**src/rtl/pixel_arbiter_pkg.sv**
```systemverilog
// rtl/pixel_arbiter_pkg.sv - shared screen, source and state constants for the draw pipeline
package pixel_arbiter_pkg;

  // Playfield geometry shared with the draw FSMs
  localparam int GRID_CELL = 4;
  localparam int BRICK_W   = 10;
  localparam int BRICK_H   = 5;
  localparam int PLAT_W    = 20;

  // Visible VGA area; anything at or beyond these is clipped
  localparam int SCREEN_W  = 160;
  localparam int SCREEN_H  = 120;

  localparam int COORD_W   = 10;
  localparam int COLOUR_W  = 3;

  // Draw source indices into the arbiter request vector
  localparam int SRC_PLAT  = 0;
  localparam int SRC_BALL  = 1;
  localparam int SRC_BRICK = 2;

  typedef enum logic {
    IDLE  = 1'b0,
    BURST = 1'b1
  } arb_state_e;

endpackage

```
**src/rtl/pixel_arbiter_rr_picker.sv**
```systemverilog
// rtl/pixel_arbiter_rr_picker.sv - combinational round-robin pick starting after the last served source
module rr_picker #(
  parameter int N_SRC = 3,
  parameter int IDX_W = 2
) (
  input  logic [N_SRC-1:0] valid_i,
  input  logic [IDX_W-1:0] last_served_i,
  output logic [IDX_W-1:0] grant_o,
  output logic             any_valid_o
);

  // Scan farthest-to-nearest so the nearest valid index after last_served overwrites the rest
  always_comb begin : scan
    int idx;
    grant_o     = '0;
    any_valid_o = 1'b0;
    idx         = 0;
    for (int k = N_SRC; k >= 1; k--) begin
      idx = (int'(last_served_i) + k) % N_SRC;
      if (valid_i[IDX_W'(idx)]) begin
        grant_o     = IDX_W'(idx);
        any_valid_o = 1'b1;
      end
    end
  end

endmodule

```
**src/rtl/pixel_arbiter.sv**
```systemverilog
// rtl/pixel_arbiter.sv - burst-locked round-robin merge of draw-FSM pixel streams into the VGA write port
module pixel_arbiter #(
  parameter int N_SRC    = 3,
  parameter int SCREEN_W = pixel_arbiter_pkg::SCREEN_W,
  parameter int SCREEN_H = pixel_arbiter_pkg::SCREEN_H,
  parameter int TIMEOUT  = 64
) (
  input  logic                 clk,
  input  logic                 reset,
  input  logic [N_SRC-1:0]     src_valid,
  input  logic [N_SRC-1:0]     src_last,
  input  logic [10*N_SRC-1:0]  src_x,
  input  logic [10*N_SRC-1:0]  src_y,
  input  logic [3*N_SRC-1:0]   src_colour,
  output logic [N_SRC-1:0]     src_ready,
  output logic [9:0]           vga_x,
  output logic [9:0]           vga_y,
  output logic [2:0]           vga_colour,
  output logic                 vga_plot,
  output logic                 busy
);
  import pixel_arbiter_pkg::*;

  localparam int IDX_W = (N_SRC > 1) ? $clog2(N_SRC) : 1;
  localparam int WD_W  = $clog2(TIMEOUT);

  arb_state_e       state_q;
  logic [IDX_W-1:0] grant_q;
  logic [IDX_W-1:0] last_q;
  logic [WD_W-1:0]  wd_q;
  logic [9:0]       x_q;
  logic [9:0]       y_q;
  logic [2:0]       col_q;
  logic             plot_q;

  logic [IDX_W-1:0] pick;
  logic             any_valid;
  logic [9:0]       x_arr [N_SRC];
  logic [9:0]       y_arr [N_SRC];
  logic [2:0]       c_arr [N_SRC];
  logic [9:0]       sel_x;
  logic [9:0]       sel_y;
  logic [2:0]       sel_c;
  logic             sel_last;
  logic             accept;
  logic             plot_d;

  rr_picker #(
    .N_SRC (N_SRC),
    .IDX_W (IDX_W)
  ) u_rr (
    .valid_i       (src_valid),
    .last_served_i (last_q),
    .grant_o       (pick),
    .any_valid_o   (any_valid)
  );

  // Unpack the per-source buses and select the granted source's pixel
  always_comb begin
    for (int i = 0; i < N_SRC; i++) begin
      x_arr[i] = src_x[10*i +: 10];
      y_arr[i] = src_y[10*i +: 10];
      c_arr[i] = src_colour[3*i +: 3];
    end
    sel_x    = x_arr[grant_q];
    sel_y    = y_arr[grant_q];
    sel_c    = c_arr[grant_q];
    sel_last = src_last[grant_q];
    accept   = (state_q == BURST) && src_valid[grant_q];
    plot_d   = accept && (sel_x < 10'(SCREEN_W)) && (sel_y < 10'(SCREEN_H));
  end

  // Grant is one-hot on the locked source only while a burst is open
  always_comb begin
    src_ready = '0;
    if (state_q == BURST) src_ready[grant_q] = 1'b1;
  end

  // Arbitration FSM, watchdog and registered VGA write port
  always_ff @(posedge clk) begin
    if (reset) begin
      state_q <= IDLE;
      grant_q <= '0;
      last_q  <= IDX_W'(N_SRC - 1);
      wd_q    <= '0;
      x_q     <= '0;
      y_q     <= '0;
      col_q   <= '0;
      plot_q  <= 1'b0;
    end else begin
      plot_q <= plot_d;
      case (state_q)
        IDLE: begin
          wd_q <= '0;
          if (any_valid) begin
            grant_q <= pick;
            state_q <= BURST;
          end
        end
        BURST: begin
          if (accept) begin
            x_q   <= sel_x;
            y_q   <= sel_y;
            col_q <= sel_c;
            wd_q  <= '0;
            if (sel_last) begin
              last_q  <= grant_q;
              state_q <= IDLE;
            end
          end else if (wd_q == WD_W'(TIMEOUT - 1)) begin
            // Stalled source: give up the lock so others are not starved
            last_q  <= grant_q;
            state_q <= IDLE;
            wd_q    <= '0;
          end else begin
            wd_q <= wd_q + WD_W'(1);
          end
        end
      endcase
    end
  end

  assign vga_x      = x_q;
  assign vga_y      = y_q;
  assign vga_colour = col_q;
  assign vga_plot   = plot_q;
  assign busy       = (state_q == BURST);

endmodule

```
**config.mk**
```make
export PLATFORM = sky130hd
export DESIGN_NAME = pixel_arbiter
export DESIGN_NICKNAME = d
export VERILOG_FILES = /design/src/rtl/pixel_arbiter_pkg.sv /design/src/rtl/pixel_arbiter_rr_picker.sv /design/src/rtl/pixel_arbiter.sv
export SDC_FILE = /design/constraint.sdc
export NUM_CORES = 1
export LEC_CHECK = 0
export ABC_AREA = 1
export CAP_MARGIN = 20
export CORE_ASPECT_RATIO = 1.1
export CORE_MARGIN = 2
export CORE_UTILIZATION = 25
export CTS_BUF_LIST = sky130_fd_sc_hd__clkbuf_8
export DETAILED_ROUTE_END_ITERATION = 7
export HOLD_SLACK_MARGIN = 0.05
export SLEW_MARGIN = 20
export SYNTH_ARGS = -nofsm -noshare
export SYNTH_HDL_FRONTEND = slang
export SYNTH_SLANG_ARGS = --single-unit
```
**constraint.sdc**
```tcl
create_clock -name clk -period 1.94 [get_ports clk]
set_clock_uncertainty 0.15 [all_clocks]
set_input_delay 0.485 -clock clk [delete_from_list [all_inputs] [get_ports clk]]
set_output_delay 0.485 -clock clk [all_outputs]
set_load 0.05 [all_outputs]
```
==> flow_summary.yaml, run 1 <==
sta:
  tightest_slew_ns: 0.3235
  hold_viol: 0
  fin_crit_sh: 0.9532
  fin_crit_ns: 1.849
  max_slew_margin: 0.7820
  finalMaxSlewViolations: 0
  finalSetupViolations: 0
  fmax_mhz: 540.8
floorplanning:
  core_area_um2: 7828
  fp.dieH_um: 97.62
  dieArea_um2: 8698
  initial_core_util: 0.2545
  num_rows: 34
  die_w_um: 89.11
  io_pins: 105
logic_synthesis:
  async_flop_share: 0
  synthFlopType: "dfxtp_1"
  ys_types: 20
  postSynthCellCount: 332
  synth.avg_cell_area_um2: 6.000
  synth_edf_count: 0
  synth_top_area_share: 0.3518
  synthTopCellsByCount: "108 x nand2_1, 64 x nor2_1, 35 x dfxtp_1, 35 x nand3_1, 24 x o21ai_0"
  ys_warn_count: 0
  synth-seq-cells: 35
  ys_seq_area_frac: 0.3518
  synthTopCellsByArea: "dfxtp_1 35%, nand2_1 20%, nor2_1 12%"
  yosys.area.top_type: "dfxtp_1"
  postSynthNetCount: 412
  syn-cell-area_um2: 1992
  synth_most_common_cell: "nand2_1"
setup_path:
  crit_fanout: 7
  rr_endpoint: "vga_x[6]$_SDFFE_PP0P_"
  end_kind: "primary output"
  critPathKind: "flip-flop to primary output"
  rrSetupSlack_ns: 0.22
  r2r-start: "grant_q[1]$_SDFFE_PP0P_"
  setup.worst_path.start: "grant_q[1]$_SDFFE_PP0P_"
  worst-r2r-cell-count: 9
  cp-start-kind: "flip-flop"
  worst_ep_required_time_ns: 1.30
  cp.arrival_ns: 1.21
route:
  drtPass1Iterations: 5
  viasPerCell: 4.422
  via_count: 2463
  drc: 0
  avgRoutedWirePerCell_um: 11.97
  drt_iter0_markers: 120
  wl_um: 6665
  final_antenna_net_count: 0
hold_path:
  min_path_cells: 1
  min_to: "wd_q[0]$_SDFF_PP0_"
  hold_path_class: "flip-flop to flip-flop"
  hold_path_startpoint: "wd_q[0]$_SDFF_PP0_"
clocking:
  cts_buffer_depth: 2
  cts_tree: "done"
  cts_hold_buf: 0
  clk_latency_ns: 0.27
  htreeDepth: 2
  cts.reportedPaths.clkPinSlew_ns: 0.07
  cts_sinks: 35
  numCtsBuffers: 5
  cts-root-buf: "clkbuf_8"
global_routing:
  antenna_found_initial: 0
  grt_start_max_net_pins: 24
  grt.overflow.total: 0
  track_usage: 0.1520
  grt_pass1_vias: 2378
  grt_pass1_wl_um: 10510
final_layout:
  final_cell_area_um2: 3363
  drive_gt1_frac: 0.1514
  syn_to_final_growth_pct: 68.84
  post-route-util: 0.4297
  final_nets: 528
  n_antenna_cell: 0
power_and_ir_drop:
  p_clk_frac: 0.118
  p_leak_nw: 1.502
  p_sw_mw: 2.375
  combPwrFrac: 0.651
  p_seq_frac: 0.231
  p_int_mw: 2.389
  power.density_nw_per_um2: 1417
  switching_share: 0.4985
  peakVddDrop_v: 0.0004485
placed_design:
  place_area_um2: 3224
  port_buffers: 104
  dp_hpwl_um: 5348
  globalplace.congestion: 0.8339
run:
  maxCapViolCount: 0
outcome:
  status: "finished clean"
critical path, stage by stage, from the launching register on:
cell and delay, ns:
dfxtp_1 0.36, inv_2 0.16, nand2_2 0.10, nor2_2 0.17, buf_12 0.15
kinds of logic after synthesis:
logic type | Yosys count | synth area share
XOR/XNOR | 3 | 0.01319
AO/OA/AOI/OAI | 44 | 0.1106
adder cells (fa/ha/maj) | 3 | 0.01885
flip-flops | 35 | 0.3518
AND/OR/NAND/NOR | 213 | 0.4309
buffers and inverters | 34 | 0.07475
layout make-up:
cell class | count | area (um2)
Inverter | 20 | 77.57
Fill cell | 844 | 4464
Clock buffer | 7 | 96.34
Timing Repair Buffer | 123 | 1176
Sequential cell | 35 | 701.9
Clock inverter | 1 | 3.754
Tap cell | 108 | 135.1
Multi-Input combinational cell | 263 | 1172
power by group through the flow:
stage,Clock (mW),Sequential (mW),Combinational [mW]
floorplan,0,1.69,1.37
global placement,0,1.12,3.02
detailed placement,0,1.12,3.05
CTS,0.582,1.10,3.05
global route,0.612,1.14,3.41
finish,0.562,1.10,3.10
sequential cells by signal, indices dropped and copies added (netlist names):
name,cells
last_q,2
vga_colour,3
busy,1
vga_y,10
grant_q,2
wd_q,6
vga_plot,1
vga_x,10
repair_timing:
item	CTS	global route
hold endpoints to repair	0	0
endpoints found under the setup margin	0	5
buffers inserted	0	2
gates resized for setup	0	6
worst max path at each step:
stage,end,slack [ns]
floorplan,src_ready[0],-0.08
global placement,vga_x[9]$_SDFFE_PP0P_,-0.11
detailed placement,vga_y[3]$_SDFFE_PP0P_,-0.14
CTS,src_ready[0],0.02
global route,vga_y[4]$_SDFFE_PP0P_,-0.007
finish,src_ready[0],0.09
layout by cell type, fill, tap and decap left out:
master / instances
inv_1: 16
nor2_1: 60
nand3_1: 34
xnor2_1: 2
nor2_2: 6
o21ai_0: 24
a21oi_1: 13
xor2_1: 1
nand2_1: 107
clkbuf_8: 7
clkinv_1: 1
nand4_1: 2
dfxtp_2: 1
inv_4: 1
nor3_1: 1
nand2_2: 1
inv_2: 3
ha_1: 2
nand3_2: 1
buf_12: 5
o21ai_1: 7
nand3b_1: 1
dfxtp_1: 34
ha_4: 1
clkdlybuf4s50_1: 76
buf_4: 42
metal layers:
metal,global-route usage,share of wire
met1,0.1834,0.43
met2,0.2553,0.48
met3,0.04333,0.077
met4,0.04822,0.011
met5,0,0
metrics by stage:
step                      instances  TNS [ns]  hold WS, ns  power (mW)  setup WS (ns)
after global placement          547    -2.265       0.2778       4.135        -0.1063
after floorplan                 332   -0.2369       0.2675       3.062       -0.07896
after detailed placement        547    -2.732       0.2888       4.162        -0.1384
after global routing            557  -0.01170       0.3444       5.155      -0.007266
final                           557         0       0.2980       4.764        0.09087
after CTS                       555         0       0.3037       4.737        0.01515
Note: power is estimated with default switching activity, not from simulation.
==> run 2: changes to the inputs <==
--- a/config.mk
+++ b/config.mk
@@ -16,4 +16,5 @@
 export SLEW_MARGIN = 20
 export SYNTH_ARGS = -nofsm -noshare
 export SYNTH_HDL_FRONTEND = slang
+export SYNTH_HIERARCHICAL = 1
 export SYNTH_SLANG_ARGS = --single-unit
==> flow_summary.yaml, run 2 <==
sta:
  fin_crit_sh: 0.9623
  fin_crit_ns: 1.867
  fin_hold_ws_ns: 0.3046
  tightest_slew_ns: 0.2567
  finalSetupViolations: 0
  max_slew_margin: 0.8289
  finalMaxSlewViolations: 0
  hold_viol: 0
  fmax_mhz: 535.7
  fin_setup_tns_ns: 0
  setup_ws_ns: 0.07323
  grt_setup_unrepaired: "false"
final_layout:
  syn_to_final_growth_pct: 65.97
  nFillCells: 853
  final_cell_count_no_fill: 559
  final_nets: 530
  n_antenna_cell: 0
  drive_gt1_frac: 0.1897
  final_common_cell: "nand2_1"
  layout_common_cells: "91 x nand2_1, 76 x clkdlybuf4s50_1, 59 x nor2_1, 44 x buf_4, 33 x o21ai_0"
setup_path:
  path_cells: "inv_2, nand2_4, nor2_2, buf_12"
  critPathTopFamily: "flip-flops"
  cp.arrival_ns: 1.23
  crit_buf_inv: 2
  end_kind: "primary output"
  worst_ep_required_time_ns: 1.30
  slowest_delay_ns: 0.36
  cp-start-kind: "flip-flop"
  crit_slowest_cell: "dfxtp_2"
  critPathKind: "flip-flop to primary output"
  crit_fanout: 7
power_and_ir_drop:
  peakVddDrop_v: 0.0005942
  fin_total_pwr_mw: 5.284
  power.density_nw_per_um2: 1517
  p_leak_nw: 1.553
hold_path:
  hold_path_class: "flip-flop to flip-flop"
placed_design:
  place_ws_ns: -0.2108
  globalplace.congestion: 0.8681
  dp_cells: 546
  port_buffers: 104
  dp_hpwl_um: 5484
floorplanning:
  die_w_um: 91.38
  fp.dieH_um: 100.1
  core_area_um2: 8277
  num_rows: 35
  io_pins: 105
  dieArea_um2: 9148
  initial_core_util: 0.2537
logic_synthesis:
  ys_warn_count: 6
  ys_seq_area_frac: 0.3337
  synth_edf_count: 0
  synth-seq-cells: 35
  synthFlopType: "dfxtp_1"
  synth_top_area_share: 0.3337
  async_flop_share: 0
  postSynthCellCount: 328
  synthTopCellsByArea: "dfxtp_1 33%, nand2_1 16%, nor2_1 11%"
  yosys.area.top_type: "dfxtp_1"
  syn-cell-area_um2: 2100
  synth_most_common_cell: "nand2_1"
  synthTopCellsByCount: "91 x nand2_1, 61 x nor2_1, 35 x dfxtp_1, 33 x o21ai_0, 30 x nand3_1"
  synth.avg_cell_area_um2: 6.401
  postSynthNetCount: 410
  ys_types: 30
clocking:
  cts_sinks: 35
  clk_latency_ns: 0.28
  cts_buffer_depth: 2
  numCtsBuffers: 5
  cts_tree: "done"
  cts.reportedPaths.clkPinSlew_ns: 0.07
  htreeDepth: 2
  cts-root-buf: "clkbuf_8"
global_routing:
  grt_pass1_wl_um: 11090
  grt_start_max_net_pins: 23
  grt_pass1_vias: 2412
  grt.overflow.total: 0
  track_usage: 0.1512
  antenna_found_initial: 0
route:
  drtPass1Iterations: 6
  via_count: 2437
  avgRoutedWirePerCell_um: 12.29
  drt_iter0_markers: 68
  viasPerCell: 4.360
  drc: 0
  wl_um: 6868
  final_antenna_net_count: 0
outcome:
  status: "finished clean"
run:
  maxCapViolCount: 0
==> run 2: logic make-up after synthesis <==
kind of cell               after synthesis  share of synthesized area
and+or+nand+nor                        200                     0.4178
AOI/OAI and AO/OA                       45                     0.1102
buffers and inverters                   40                    0.09595
DFF                                     35                     0.3337
adders and majority gates                5                    0.02980
xor gates and xnor gates                 3                    0.01252
==> run 2: power by group <==
group | internal [mW] | leakage (nW) | switching, mW | total (mW)
clock network | 0.278 | 0.0470 | 0.244 | 0.522
registers | 0.964 | 0.288 | 0.192 | 1.16
logic | 1.37 | 1.22 | 2.24 | 3.61
==> run 2: final timing paths <==
check                     startpoint                       to  slack, ns  depth (start not counted)
max          grant_q[1]$_SDFFE_PP0P_             src_ready[1]       0.07                          4
min               wd_q[0]$_SDFF_PP0_       wd_q[0]$_SDFF_PP0_       0.30                          1
max reg2reg   last_q[0]$_SDFFE_PP0P_  grant_q[0]$_SDFFE_PP0P_       0.17                          9
min reg2reg       wd_q[0]$_SDFF_PP0_       wd_q[0]$_SDFF_PP0_       0.30                          1
==> run 2: area by class of cell <==
class                           count  area [um2]  share of cell area
Timing Repair Buffer              126        1211              0.3476
Clock inverter                      1       5.005            0.001436
Sequential cell                    35       708.2              0.2032
Multi-Input combinational cell    253        1231              0.3533
Tap cell                          111       138.9             0.03986
Inverter                           27       107.6             0.03088
Clock buffer                        6       82.58             0.02370
==> run 2: metal layers <==
metal | GRT usage | up-vias | share of wire
met5 | 0 | - | 0
met4 | 0.04545 | 0 | 0.014
met3 | 0.04354 | 8 | 0.065
met2 | 0.2729 | 85 | 0.48
met1 | 0.1733 | 1066 | 0.44
li1 | - | 1278 | -
==> run 2: through the flow <==
step / util / instance area [um2]
after floorplan: - / 2117
after global placement: 0.4017 / 3324
after detailed placement: 0.4017 / 3324
after CTS: 0.4154 / 3438
after global routing: 0.4210 / 3485
final: 0.4210 / 3485
==> run 2: timing repair <==
action,in CTS,in global routing
pin swaps,0,1
setup buffers,1,5
hold buffers,0,0
resized for setup,6,3
hold endpoints to repair,0,0
setup endpoints to repair,5,5
